**config.mk**
```make
export PLATFORM = sky130hd
export DESIGN_NAME = cfu_cmd_issuer
export DESIGN_NICKNAME = d
export VERILOG_FILES = /design/src/rtl/cfu_cmd_issuer.sv
export SDC_FILE = /design/constraint.sdc
export NUM_CORES = 1
export LEC_CHECK = 0
export ABC_AREA = 1
export CORE_UTILIZATION = 25
export DETAILED_ROUTE_END_ITERATION = 6
export REMOVE_ABC_BUFFERS = 1
export SLEW_MARGIN = 20
export SYNTH_ARGS = -nofsm -noshare
export SYNTH_HDL_FRONTEND = slang
export SYNTH_SLANG_ARGS = --single-unit
```
**constraint.sdc**
```tcl
create_clock -name clk -period 7.5 [get_ports clk]
set_input_delay 0.75 -clock clk [delete_from_list [all_inputs] [get_ports clk]]
set_output_delay 0.75 -clock clk [all_outputs]
set_load 0.01 [all_outputs]
```
**src/rtl/cfu_cmd_issuer.sv**
```systemverilog
// Host-side CFU command issuer: buffers jobs in a small FIFO, issues one command
// at a time, forwards each response on a result stream, and faults on a silent CFU.
module cfu_cmd_issuer #(
  parameter int DEPTH   = 4,
  parameter int TIMEOUT = 255
) (
  input  logic        clk,
  input  logic        reset,
  input  logic        in_valid,
  output logic        in_ready,
  input  logic [9:0]  in_function_id,
  input  logic [31:0] in_operand_0,
  input  logic [31:0] in_operand_1,
  output logic        cmd_valid,
  input  logic        cmd_ready,
  output logic [9:0]  cmd_payload_function_id,
  output logic [31:0] cmd_payload_inputs_0,
  output logic [31:0] cmd_payload_inputs_1,
  input  logic        rsp_valid,
  output logic        rsp_ready,
  input  logic [31:0] rsp_payload_outputs_0,
  output logic        out_valid,
  input  logic        out_ready,
  output logic [31:0] out_data,
  output logic        busy,
  output logic        timeout_err,
  output logic [15:0] done_count
);
  localparam int AW = $clog2(DEPTH);
  localparam int TW = $clog2(TIMEOUT + 1);
  localparam logic [AW:0]   FULL_CNT = (AW+1)'(DEPTH);
  localparam logic [TW-1:0] LAST_TCK = TW'(TIMEOUT - 1);

  typedef struct packed {
    logic [9:0]  fid;
    logic [31:0] op0;
    logic [31:0] op1;
  } job_t;

  typedef enum logic [2:0] {IDLE, ISSUE, WAIT_RSP, DELIVER, HALT} state_t;

  state_t        state_q;
  job_t          mem_q [DEPTH];
  job_t          head;
  logic [AW-1:0] wr_ptr_q, rd_ptr_q;
  logic [AW:0]   count_q;
  logic [TW-1:0] timer_q;
  logic          push, pop;
  logic          cmd_valid_q, out_valid_q, timeout_err_q;
  logic [9:0]    cmd_fid_q;
  logic [31:0]   cmd_in0_q, cmd_in1_q, out_data_q;
  logic [15:0]   done_q;

  // Full blocks a push even when a pop happens in the same cycle.
  assign in_ready  = (count_q != FULL_CNT) && (state_q != HALT);
  assign push      = in_valid && in_ready;
  assign pop       = (state_q == ISSUE) && cmd_valid_q && cmd_ready;
  assign head      = mem_q[rd_ptr_q];
  assign rsp_ready = (state_q == WAIT_RSP);
  assign busy      = (count_q != '0) || (state_q != IDLE);

  assign cmd_valid               = cmd_valid_q;
  assign cmd_payload_function_id = cmd_fid_q;
  assign cmd_payload_inputs_0    = cmd_in0_q;
  assign cmd_payload_inputs_1    = cmd_in1_q;
  assign out_valid               = out_valid_q;
  assign out_data                = out_data_q;
  assign timeout_err             = timeout_err_q;
  assign done_count              = done_q;

  always_ff @(posedge clk)
    if (push) mem_q[wr_ptr_q] <= '{fid: in_function_id, op0: in_operand_0, op1: in_operand_1};

  always_ff @(posedge clk) begin
    if (!reset) begin
      wr_ptr_q <= '0;
      rd_ptr_q <= '0;
      count_q  <= '0;
    end else begin
      if (push) wr_ptr_q <= wr_ptr_q + 1'b1;
      if (pop)  rd_ptr_q <= rd_ptr_q + 1'b1;
      if (push && !pop)      count_q <= count_q + 1'b1;
      else if (!push && pop) count_q <= count_q - 1'b1;
    end
  end

  always_ff @(posedge clk) begin
    if (!reset) begin
      state_q       <= IDLE;
      timer_q       <= '0;
      cmd_valid_q   <= 1'b0;
      cmd_fid_q     <= '0;
      cmd_in0_q     <= '0;
      cmd_in1_q     <= '0;
      out_valid_q   <= 1'b0;
      out_data_q    <= '0;
      timeout_err_q <= 1'b0;
      done_q        <= '0;
    end else begin
      case (state_q)
        IDLE: if (count_q != '0) begin
          cmd_fid_q   <= head.fid;
          cmd_in0_q   <= head.op0;
          cmd_in1_q   <= head.op1;
          cmd_valid_q <= 1'b1;
          state_q     <= ISSUE;
        end
        ISSUE: if (cmd_ready) begin
          cmd_valid_q <= 1'b0;
          timer_q     <= '0;
          state_q     <= WAIT_RSP;
        end
        WAIT_RSP: begin
          // A response in the final timer cycle still wins over the fault.
          if (rsp_valid) begin
            out_data_q  <= rsp_payload_outputs_0;
            out_valid_q <= 1'b1;
            state_q     <= DELIVER;
          end else if (timer_q == LAST_TCK) begin
            timeout_err_q <= 1'b1;
            state_q       <= HALT;
          end else begin
            timer_q <= timer_q + TW'(1);
          end
        end
        DELIVER: if (out_ready) begin
          out_valid_q <= 1'b0;
          done_q      <= done_q + 16'd1;
          state_q     <= IDLE;
        end
        HALT:    state_q <= HALT;
        default: state_q <= IDLE;
      endcase
    end
  end
endmodule

```
==> impl_results.md, run 1 <==
* Crit path DAT at 3950 ps
* Ports at 240
* DRT antenna net count at 0
* Setup crit start kind: register
* Post-synthesis register bit count at 439
* Cells on worst reg2reg path at 7
* Worst reg2reg path startpoint: state_q[0]$_SDFFE_PN0P_
* Peak VDD IR at 179.6 uV
* Row count at 94
* Critical path class: register to register
* Reg2reg setup slack at 4030 ps
* Drt first pass iters at 7
* Failing checks: DRC
* Tmin final at 3471 ps
* F_max at 0.2881 GHz
* Drt total wl at 43010 um
* Post-synth EDFFs at 296
* Slew HR at 30.19%
* Resized cells post-CTS at 0
* Placed standard-cell area at 0.01996 mm2
* Pre-CTS setup slack at 3998 ps
* Critical path cell sequence: inv_2 > nand3_4 > buf_4 > clkinv_2 > buf_4 > o21ai_0 > nor2_1
* Total CTS buffers at 48
* Leak Pwr at 7.539 nW
* Post-synthesis instance total at 1562
* Synth cell types at 34
* Clock skew at 17.50 ps
* Core area at 0.06622 mm2
* GPL Wtd Cong at 0.7816
* Crit-path max FO at 76
* Yosys warnings at 0
* Port Buffer Count at 239
* Slowest cell on crit path: clkinv_2
* Most frequent cells in the layout: 489 x nor2_1, 296 x edfxtp_1, 238 x clkdlybuf4s50_1, 214 x o21ai_0, 141 x dfxtp_1
* Type of the worst min-delay path: register to register
* RSZ-0062 raised after global routing: false
* Post-CTS setup buffers at 0
* Capturing point of the worst reg2reg path: cmd_payload_inputs_0[20]$_SDFFE_PN0P_
* Synth async-reset ratio at 0%
* Layout Cells excl Fill at 2679
* Final Setup Violations at 0
* Setup tns final at 0 ps
* Mapped Area at 0.01686 mm2
* Delay of the slowest critical-path stage at 910 ps
* Root Driver: clkbuf_16
* Vias per cell at 4.392
* Initial antenna violation count at 5
* Total gr overflow at 0
* Critical Path Most Common Cell: buf_4
* Clock tree buffer depth at 3
* Tcrit/Tclk final at 46.28%
* Largest net degree at the start of global routing at 100
* GRT Overall Usage at 12.32%
* 1st-iter DRT viols at 783
* Die height at 261.7 um
* Layout cells sized above 1 at 6.284%
* Worst-margin pin slew at 1047 ps
* CP startpoint: state_q[0]$_SDFFE_PN0P_
* TritonCTS clock tree: done
* Crit path to: cmd_payload_inputs_0[20]$_SDFFE_PN0P_
* Leading cell type in the layout, fill and taps excluded: nor2_1
* Cell area after layout at 0.02160 mm2
* Initial Util at 25.46%
* Run status: complete, but fails checks
* Post-synth top flop: edfxtp_1
* Final WS setup at 4029 ps
* Hold Violations, Final at 0
* DP HPWL at 25840 um
* Required time of the worst setup path at 7980 ps
* Crit end category: register
* Avg Synthesized Cell Area at 10.79 um2
* PD cells at 348.4 mW/mm2
* Clk_lat worst skew at 590 ps
* Fin nets at 1896
* WL per Instance at 16.05 um
* P&R area growth vs syn at 28.11%
* Hold path cells at 2
* Die ar. at 0.06849 mm2
* Chip width at 261.7 um
* Drt drc at 2
* Clock Sinks at 439
* First-pass GRT wire length at 65240 um
* Max Slew Vio Count at 0
* Seq/Total Area, Yosys at 69.69%
* Worst-path clk slew at 60 ps
* Vias after detailed routing at 11.77k
* Placed Instances at 2589
* Power, Total at 7.525 mW
* Number of max-cap violations at 0
* CTS Hold Bufs at 0
* Vias in the first global route at 11.36k
* H-tree levels at 2
==> flip-flops by register name (all words and copies together) (netlist names) <==
register and count:
cmd_payload_inputs_0 32, rd_ptr_q 2, timeout_err 1, out_data 32, cmd_valid 1, wr_ptr_q 2, cmd_payload_inputs_1 32, count_q 3
timer_q 8, state_q 3, mem_q 296, out_valid 1, cmd_payload_function_id 10, done_count 16
==> cells in the mapped netlist, types with 2 or more instances <==
cell	count	share of area (%)
o21ai_0	214	6.4
xnor2_1	2	0.10
a21oi_1	21	0.62
nor2_2	3	0.11
nand4_1	4	0.15
nand2_1	69	1.5
buf_4	12	0.53
o21ai_1	130	3.9
buf_2	27	0.80
nor3_1	4	0.12
inv_1	42	0.93
nand2_2	5	0.19
ha_1	8	0.59
buf_6	10	0.67
clkbuf_2	5	0.15
nand3_2	3	0.18
nand3_4	2	0.21
clkbuf_1	30	0.67
inv_2	6	0.13
nand3_1	20	0.59
a31oi_1	2	0.074
dfxtp_1	143	17
nor2_4	2	0.13
nor2_1	493	11
edfxtp_1	296	53
==> metrics by stage <==
stage | hold WS [ps] | utilization [%]
final | 459.1 | 32.62
after global routing | 507.4 | 32.62
after CTS | 459.0 | 32.61
after detailed placement | 449.6 | 30.14
after global placement | 447.9 | 30.14
after floorplan | 458.8 | -
==> cell families (layout without fill, tap and decap cells) <==
family | after synthesis | count (layout) | share of synthesized area [%]
AOI/OAI and AO/OA | 368 | 368 | 10.95
xor gates and xnor gates | 3 | 3 | 0.1559
and+or+nand+nor | 609 | 609 | 14.46
buffers and inverters | 134 | 386 | 4.029
DFF | 439 | 439 | 69.69
adders and majority gates | 9 | 9 | 0.7124
other | 0 | 1 | 0
==> where the power goes <==
part	total, mW	leakage, nW	internal (mW)	switching, mW
Combinational	1.85	2.85	0.751	1.10
Sequential	3.25	3.89	3.04	0.204
Clock	2.43	0.801	1.45	0.975
==> critical path, delay by kind of cell, from the launching register on <==
| family | cells | cell delay (ps) |
|---|---|---|
| compound gates | 1 | 240 |
| buf+inv | 4 | 2410 |
| flops | 1 | 490 |
| simple gates | 2 | 170 |
==> metal layers <==
metal / track usage (%) / up-vias / share of wire [%]
met2: 19.88 / 329 / 45
met5: 0 / - / 0.12
li1: - / 5770 / -
met3: 3.482 / 68 / 7.2
met1: 15.99 / 5590 / 45
met4: 3.682 / 8 / 2.0
==> how the worst min path moves through the flow <==
stage,start,end,slack [ps]
2_1_floorplan,count_q[2]$_SDFFE_PN0P_,count_q[2]$_SDFFE_PN0P_,460
3_3_place_gp,timeout_err$_SDFFE_PN0P_,timeout_err$_SDFFE_PN0P_,450
3_5_place_dp,done_count[4]$_SDFFE_PN0P_,done_count[4]$_SDFFE_PN0P_,450
4_1_cts,done_count[4]$_SDFFE_PN0P_,done_count[4]$_SDFFE_PN0P_,460
5_1_grt,out_data[9]$_SDFFE_PN0P_,out_data[9]$_SDFFE_PN0P_,510
6_report,done_count[4]$_SDFFE_PN0P_,done_count[4]$_SDFFE_PN0P_,460
==> layout make-up <==
cell class                 instances  area (um2)
fill                            6529       44620
sequential                       439       11760
multi-input combinational        989        4468
timing repair buffer             249        2469
clock buffer                      61        1311
tap                              864        1081
clock inverter                    28       326.6
inverter                          48       183.9
antenna                            1       2.502
No activity file was read; power rests on OpenSTA's default activity.
==> run 2: changes to the inputs <==
- clock period: 7.5 -> 2.93 ns (I/O delays scaled with it)
==> run 2 against run 1 <==
Cell count rose by 0.34%. Critical endpoint is now busy. Via count rose by 1.5%. Setup slack got worse by 3500 ps. Total power rose to 2.6 times the previous value. The flow now finishes without violations. Sequential power rose to 2.6 times the previous value. Global-route usage rose by 0.11 points. Wire length rose by 0.66%. Register-to-register slack got worse by 3500 ps. Largest cell class unchanged. First-iteration DRC count rose by 5.1%. Sequential share of layout area fell by 0.64 points. Non-clock buffer count rose by 7. Largest power group unchanged. Combinational power rose to 2.6 times the previous value.
==> impl_results.md, run 2 (synthesized netlist as in run 1, its figures left out) <==
* Run status: complete, no violations
* H-tree levels at 2 (unchanged)
* Capturing point of the worst reg2reg path: count_q[2]$_SDFFE_PN0P_
* Type of the worst min-delay path: input port to register
* Reg with most FFs: mem_q
* FILL cells at 6595 (+1.0%)
* Combinational power share at 24.7% (about the same)
* TritonCTS clock tree: done
* PD cells at 893.9 mW/mm2 (+160%)
* Required time of the worst setup path at 2640 ps (-5340 ps)
* End of the worst hold path: done_count[5]$_SDFFE_PN0P_
* GRT Overall Usage at 12.43% (+0.11 points)
* Drt total wl at 43290 um (+0.66%)
* Reg power frac at 42.6% (-0.6 points)
* Number of max-cap violations at 0 (unchanged)
* Row count at 94 (unchanged)
* Slew HR at 46.15% (+16 points)
* Worst reg2reg path startpoint: state_q[0]$_SDFFE_PN0P_
* Power, Total at 19.54 mW (+160%)
* Total gr overflow at 0 (unchanged)
* Drt drc at 0 (-2)
* Resized cells post-CTS at 0 (unchanged)
* Root Driver: clkbuf_16
* Clock skew at 26.94 ps (+9.440 ps)
* P_sw at 5.867 mW (+160%)
* Fin nets at 1904 (+0.42%)
* Hold path cells at 3 (+1)
* F_max at 0.4151 GHz
* Peak VDD IR at 522.3 uV (+190%)
* Multi-input logic area at 0.004468 mm2 (unchanged)
* Hold Violations, Final at 0 (unchanged)
* 1st-iter DRT viols at 823 (+5.1%)
* Internal power at 13.67 mW (+160%)
* Sw Ratio at 30.03% (-0.25 points)
* Die height at 261.7 um (unchanged)
* Initial Util at 25.46% (unchanged)
* Crit path DAT at 2120 ps (-1830 ps)
* Worst-margin pin slew at 807.8 ps (-239.4 ps)
* CTS Hold Bufs at 0 (unchanged)
* Tcrit/Tclk final at 82.23%
* Vias in the first global route at 11.90k (+4.8%)
* First-pass GRT wire length at 66020 um (+1.2%)
* Largest net degree at the start of global routing at 106 (+6.0%)
* Cells on worst reg2reg path at 13 (+6)
* Clk_lat worst skew at 590 ps (about the same)
* Most frequent cells in the layout: 489 x nor2_1, 296 x edfxtp_1, 238 x clkdlybuf4s50_1, 214 x o21ai_0, 141 x dfxtp_1
* WL per Instance at 16.11 um (+0.33%)
* Max Slew Vio Count at 0 (unchanged)
* RSZ-0062 raised after global routing: false
* Placed standard-cell area at 0.02015 mm2 (+0.95%)
* Vias per cell at 4.440 (+1.1%)
* Clock tree buffer depth at 3 (unchanged)
* Drt first pass iters at 5 (-2)
* Ports at 240 (unchanged)
* # diodes at 0 (-1)
* Max reg flops at 296 (unchanged)
* Die ar. at 0.06849 mm2 (unchanged)
* Worst-path clk slew at 60 ps (about the same)
* Register area at 0.01176 mm2 (unchanged)
* Critical path class: register to primary output
* Leading cell type in the layout, fill and taps excluded: nor2_1
* Total CTS buffers at 49 (+2.1%)
* P&R area growth vs syn at 29.62%
* Tmin final at 2409 ps
* DP HPWL at 25150 um (-2.7%)
* Crit-path max FO at 4 (-95%)
* Leak Pwr at 7.661 nW (+1.6%)
* Port Buffer Count at 239 (unchanged)
* Chip width at 261.7 um (unchanged)
* Vias after detailed routing at 11.94k (+1.5%)
* Initial antenna violation count at 4 (-1)
* Clock Sinks at 439 (unchanged)
* Final Setup Violations at 0 (unchanged)
* Setup crit start kind: register
* Core area at 0.06622 mm2 (unchanged)
* DRT antenna net count at 0 (unchanged)
* Crit end category: primary output
* GPL Wtd Cong at 0.7720 (-1.2%)
* Cell area after layout at 0.02186 mm2 (+1.2%)
* Post-CTS setup buffers at 0 (unchanged)
* Hold_sp: reset
* Clock power frac at 32.8% (+0.5 points)
* Layout cells sized above 1 at 7.182% (+0.90 points)
* Reg2reg setup slack at 560 ps (-3470 ps)
run 2: changes by cell type in the layout (fill, tap and decap cells not counted), moves of 3 or more:
cell,delta
buf_12,+11
clkinv_1,-7
clkinv_2,+5
buf_4,-4
clkbuf_8,+3
run 2: worst max-delay path: stages, from the launching register on:
cell	delay [ps]
dfxtp_1	360
nor2_2	220
nand2_1	110
nor2_1	270
inv_1	100
clkdlybuf4s50_1	490
run 2: worst max path at each step:
| stage | start | to | slack (ps) | cells after the start |
|---|---|---|---|---|
| global route | state_q[0]$_SDFFE_PN0P_ | count_q[2]$_SDFFE_PN0P_ | 370 | 13 |
| global placement | state_q[0]$_SDFFE_PN0P_ | count_q[2]$_SDFFE_PN0P_ | 530 | 13 |
| finish | state_q[2]$_SDFFE_PN0P_ | busy | 520 | 5 |
| detailed placement | state_q[0]$_SDFFE_PN0P_ | count_q[2]$_SDFFE_PN0P_ | 600 | 13 |
| CTS | state_q[2]$_SDFFE_PN0P_ | busy | 450 | 5 |
| floorplan | rd_ptr_q[0]$_SDFFE_PN0P_ | cmd_payload_function_id[0]$_SDFFE_PN0P_ | -1750 | 5 |
run 2: power groups by stage:
stage | Clock [mW] | Combinational (mW) | Sequential, mW
6_report | 6.40 | 4.82 | 8.32
3_3_place_gp | 0 | 4.85 | 8.40
4_1_cts | 6.59 | 4.92 | 8.33
3_5_place_dp | 0 | 4.89 | 8.43
2_1_floorplan | 0 | 1.99 | 8.69
5_1_grt | 6.82 | 5.36 | 8.44
run 2: layout make-up:
class | instances | share of cell area [%]
clock buffers | 64 | 6.188
clock inverters | 28 | 1.614
inverters | 48 | 0.8415
multi-input cells | 989 | 20.44
flip-flops and latches | 439 | 53.80
well taps | 864 | 4.946
repair buffers | 256 | 12.17
run 2: through the flow:
step	hold WS, ps	instances	util [%]	setup WS (ps)	TNS [ps]
after floorplan	391.9	1476	-	-1747	-602580
after global routing	158.0	2688	33.01	368.3	0
after global placement	445.3	2596	30.43	528.0	0
after detailed placement	456.2	2596	30.43	598.7	0
after CTS	126.3	2688	33.00	453.3	0
final	160.2	2688	33.01	520.7	0
run 2: routing by layer:
metal | wire [um] | up-vias | GRT usage, % | share of wire (%)
met3 | 2757 | 71 | 2.730 | 6.4
met2 | 19890 | 334 | 20.77 | 46
li1 | - | 5792 | - | -
met1 | 19710 | 5731 | 15.96 | 46
met5 | 62 | - | 0 | 0.14
met4 | 865 | 8 | 3.924 | 2.0
==> run 3: changes to the inputs <==
- clock period: 2.93 -> 2.4 ns (I/O delays scaled with it)
==> run 3 against run 2 <==
Non-clock buffer count rose by 7. Sequential power rose by 21%. Total power rose by 21%. Clock-buffer cell count fell by 5. Largest power group unchanged.
==> impl_results.md, run 3 (synthesized netlist as in run 1, its figures left out) <==
* Total gr overflow at 0 (unchanged)
* Final WS setup at 116.4 ps (-404.3 ps)
* Hold path cells at 3 (unchanged)
* Row count at 94 (unchanged)
* Clock power frac at 31.7% (-1.1 points)
* Clock skew at 17.86 ps (-9.082 ps)
* 1st-iter DRT viols at 892 (+8.4%)
* TritonCTS clock tree: done
* RSZ-0062 raised after global routing: false
* Final Setup Violations at 0 (unchanged)
* FILL cells at 6495 (-1.5%)
* H-tree levels at 2 (unchanged)
* Worst-path clk slew at 60 ps (about the same)
* Internal power at 16.42 mW (+20%)
* First-pass GRT wire length at 65030 um (-1.5%)
* Crit path DAT at 2040 ps (-80 ps)
* WL per Instance at 16.09 um (about the same)
* Tmin final at 2284 ps
* Hold Violations, Final at 0 (unchanged)
* P_sw at 7.137 mW (+22%)
* End of the worst hold path: timeout_err$_SDFFE_PN0P_
* Max reg flops at 296 (unchanged)
* Sw Ratio at 30.29% (+0.26 points)
* Setup tns final at 0 ps (unchanged)
* Hold_sp: reset
* Setup crit start kind: register
* Multi-input logic area at 0.004476 mm2 (+0.17%)
* Crit-path max FO at 4 (unchanged)
* Register area at 0.01176 mm2 (about the same)
* GRT Overall Usage at 12.37% (-0.067 points)
* Reg power frac at 43.0% (+0.4 points)
* Clk_lat worst skew at 590 ps (about the same)
* GPL Wtd Cong at 0.8088 (+4.8%)
* Run status: complete, no violations
* Reg2reg setup slack at 340 ps (-220 ps)
* Core area at 0.06622 mm2 (unchanged)
* P&R area growth vs syn at 29.67% (about the same)
* DP HPWL at 26370 um (+4.9%)
* Fin nets at 1909 (+0.26%)
* Layout cells sized above 1 at 7.170% (-0.012 points)
* Clock Sinks at 439 (unchanged)
* Initial Util at 25.46% (unchanged)
* Port Buffer Count at 239 (unchanged)
* Post-CTS setup buffers at 0 (unchanged)
* Die ar. at 0.06849 mm2 (unchanged)
* Required time of the worst setup path at 2160 ps (-480 ps)
* Vias after detailed routing at 11.73k (-1.7%)
* Pre-CTS setup slack at 371.5 ps (-227.2 ps)
* Crit end category: primary output
* Number of max-cap violations at 0 (unchanged)
* Critical path class: register to primary output
* Vias in the first global route at 11.30k (-5.0%)
* Vias per cell at 4.358 (-1.8%)
* F_max at 0.4379 GHz
* Tcrit/Tclk final at 95.15%
* Leading cell type in the layout, fill and taps excluded: nor2_1
* DRT antenna net count at 0 (unchanged)
* CTS Hold Bufs at 0 (unchanged)
* Combinational power share at 25.4% (+0.7 points)
* Total CTS buffers at 47 (-4.1%)
* Root Driver: clkbuf_16
* Cells on worst reg2reg path at 11 (-2)
* Reg with most FFs: mem_q
* Most frequent cells in the layout: 488 x nor2_1, 296 x edfxtp_1, 238 x clkdlybuf4s50_1, 214 x o21ai_0, 140 x dfxtp_1
* Drt first pass iters at 5 (unchanged)
* Chip width at 261.7 um (unchanged)
* Leak Pwr at 7.647 nW (-0.18%)
* Clock tree buffer depth at 3 (unchanged)
* Type of the worst min-delay path: input port to register
* PD cells at 1078 mW/mm2 (+21%)
* Drt drc at 0 (unchanged)
* Peak VDD IR at 601.5 uV (+15%)
* Worst reg2reg path startpoint: state_q[2]$_SDFFE_PN0P_
* Slew HR at 57.69% (+12 points)
* Die height at 261.7 um (unchanged)
* Largest net degree at the start of global routing at 132 (+25%)
* Ports at 240 (unchanged)
* Drt total wl at 43320 um (about the same)
* Max Slew Vio Count at 0 (unchanged)
* Capturing point of the worst reg2reg path: count_q[2]$_SDFFE_PN0P_
* Worst-margin pin slew at 634.7 ps (-173.1 ps)
* Initial antenna violation count at 4 (unchanged)
run 3: cell count changes in the layout (fill, tap and decap cells not counted), moves of 2 or more:
cell       before  now
clkinv_1        1    8
buf_4           6   11
bufinv_16       7    5
clkinv_2       13    9
buf_12         11   14
inv_4           3    1
clkbuf_1        8    6
clkbuf_8        7    4
run 3: worst max-delay path by stage:
stage / start / to / cells after the start / slack [ps]
detailed placement: cmd_ready / count_q[2]$_SDFFE_PN0P_ / 9 / 370
floorplan: rd_ptr_q[0]$_SDFFE_PN0P_ / cmd_payload_function_id[0]$_SDFFE_PN0P_ / 5 / -2280
finish: state_q[2]$_SDFFE_PN0P_ / busy / 5 / 120
global route: state_q[2]$_SDFFE_PN0P_ / busy / 5 / 40
CTS: state_q[2]$_SDFFE_PN0P_ / busy / 5 / 60
global placement: cmd_ready / count_q[2]$_SDFFE_PN0P_ / 9 / 260
run 3: critical path, stage by stage, from the launching register on:
cell             delay (ps)
dfxtp_1                 360
nor2_2                  220
nand2_1                 160
nor2_4                  160
inv_1                    80
clkdlybuf4s50_1         480
run 3: repair_timing:
| action | 4_1_cts | 5_1_grt |
|---|---|---|
| resized for setup | 1 | 2 |
| endpoints found under the setup margin | 1 | 1 |
| gates cloned | 0 | 0 |
run 3: layer usage:
| metal | global-route usage (%) | up-vias | routed length, um | share of wire, % |
|---|---|---|---|---|
| met5 | 0 | - | 34 | 0.078 |
| met4 | 3.731 | 6 | 837 | 1.9 |
| met3 | 3.665 | 62 | 3371 | 7.8 |
| met2 | 20.30 | 325 | 19860 | 46 |
| met1 | 15.63 | 5546 | 19220 | 44 |
| li1 | - | 5794 | - | - |
run 3: cell type report:
class                      instances  share of cell area [%]
clock inverter                    29                   1.431
clock buffer                      59                   5.963
antenna                            1                 0.01144
timing repair buffer             263                   12.56
inverter                          48                  0.8412
multi-input combinational        989                   20.47
tap                              864                   4.944
sequential                       439                   53.79
run 3: per-stage QoR:
step           cells  hold slack (ps)  power [mW]  util [%]  area [um2]
2_1_floorplan   1476            338.9       13.04         -       16360
3_3_place_gp    2603            448.7       16.26     30.56       20240
3_5_place_dp    2603            457.5       16.35     30.56       20240
4_1_cts         2691            118.5       23.95     33.01       21860
5_1_grt         2691            148.4       24.90     33.02       21860
6_report        2692            153.9       23.56     33.02       21860
run 3: power by group through the flow:
stage | clock network (mW) | logic [mW] | registers, mW
2_1_floorplan | 0 | 2.43 | 10.6
3_3_place_gp | 0 | 6.02 | 10.2
3_5_place_dp | 0 | 6.08 | 10.3
4_1_cts | 7.70 | 6.12 | 10.1
5_1_grt | 7.95 | 6.67 | 10.3
6_report | 7.47 | 5.98 | 10.1
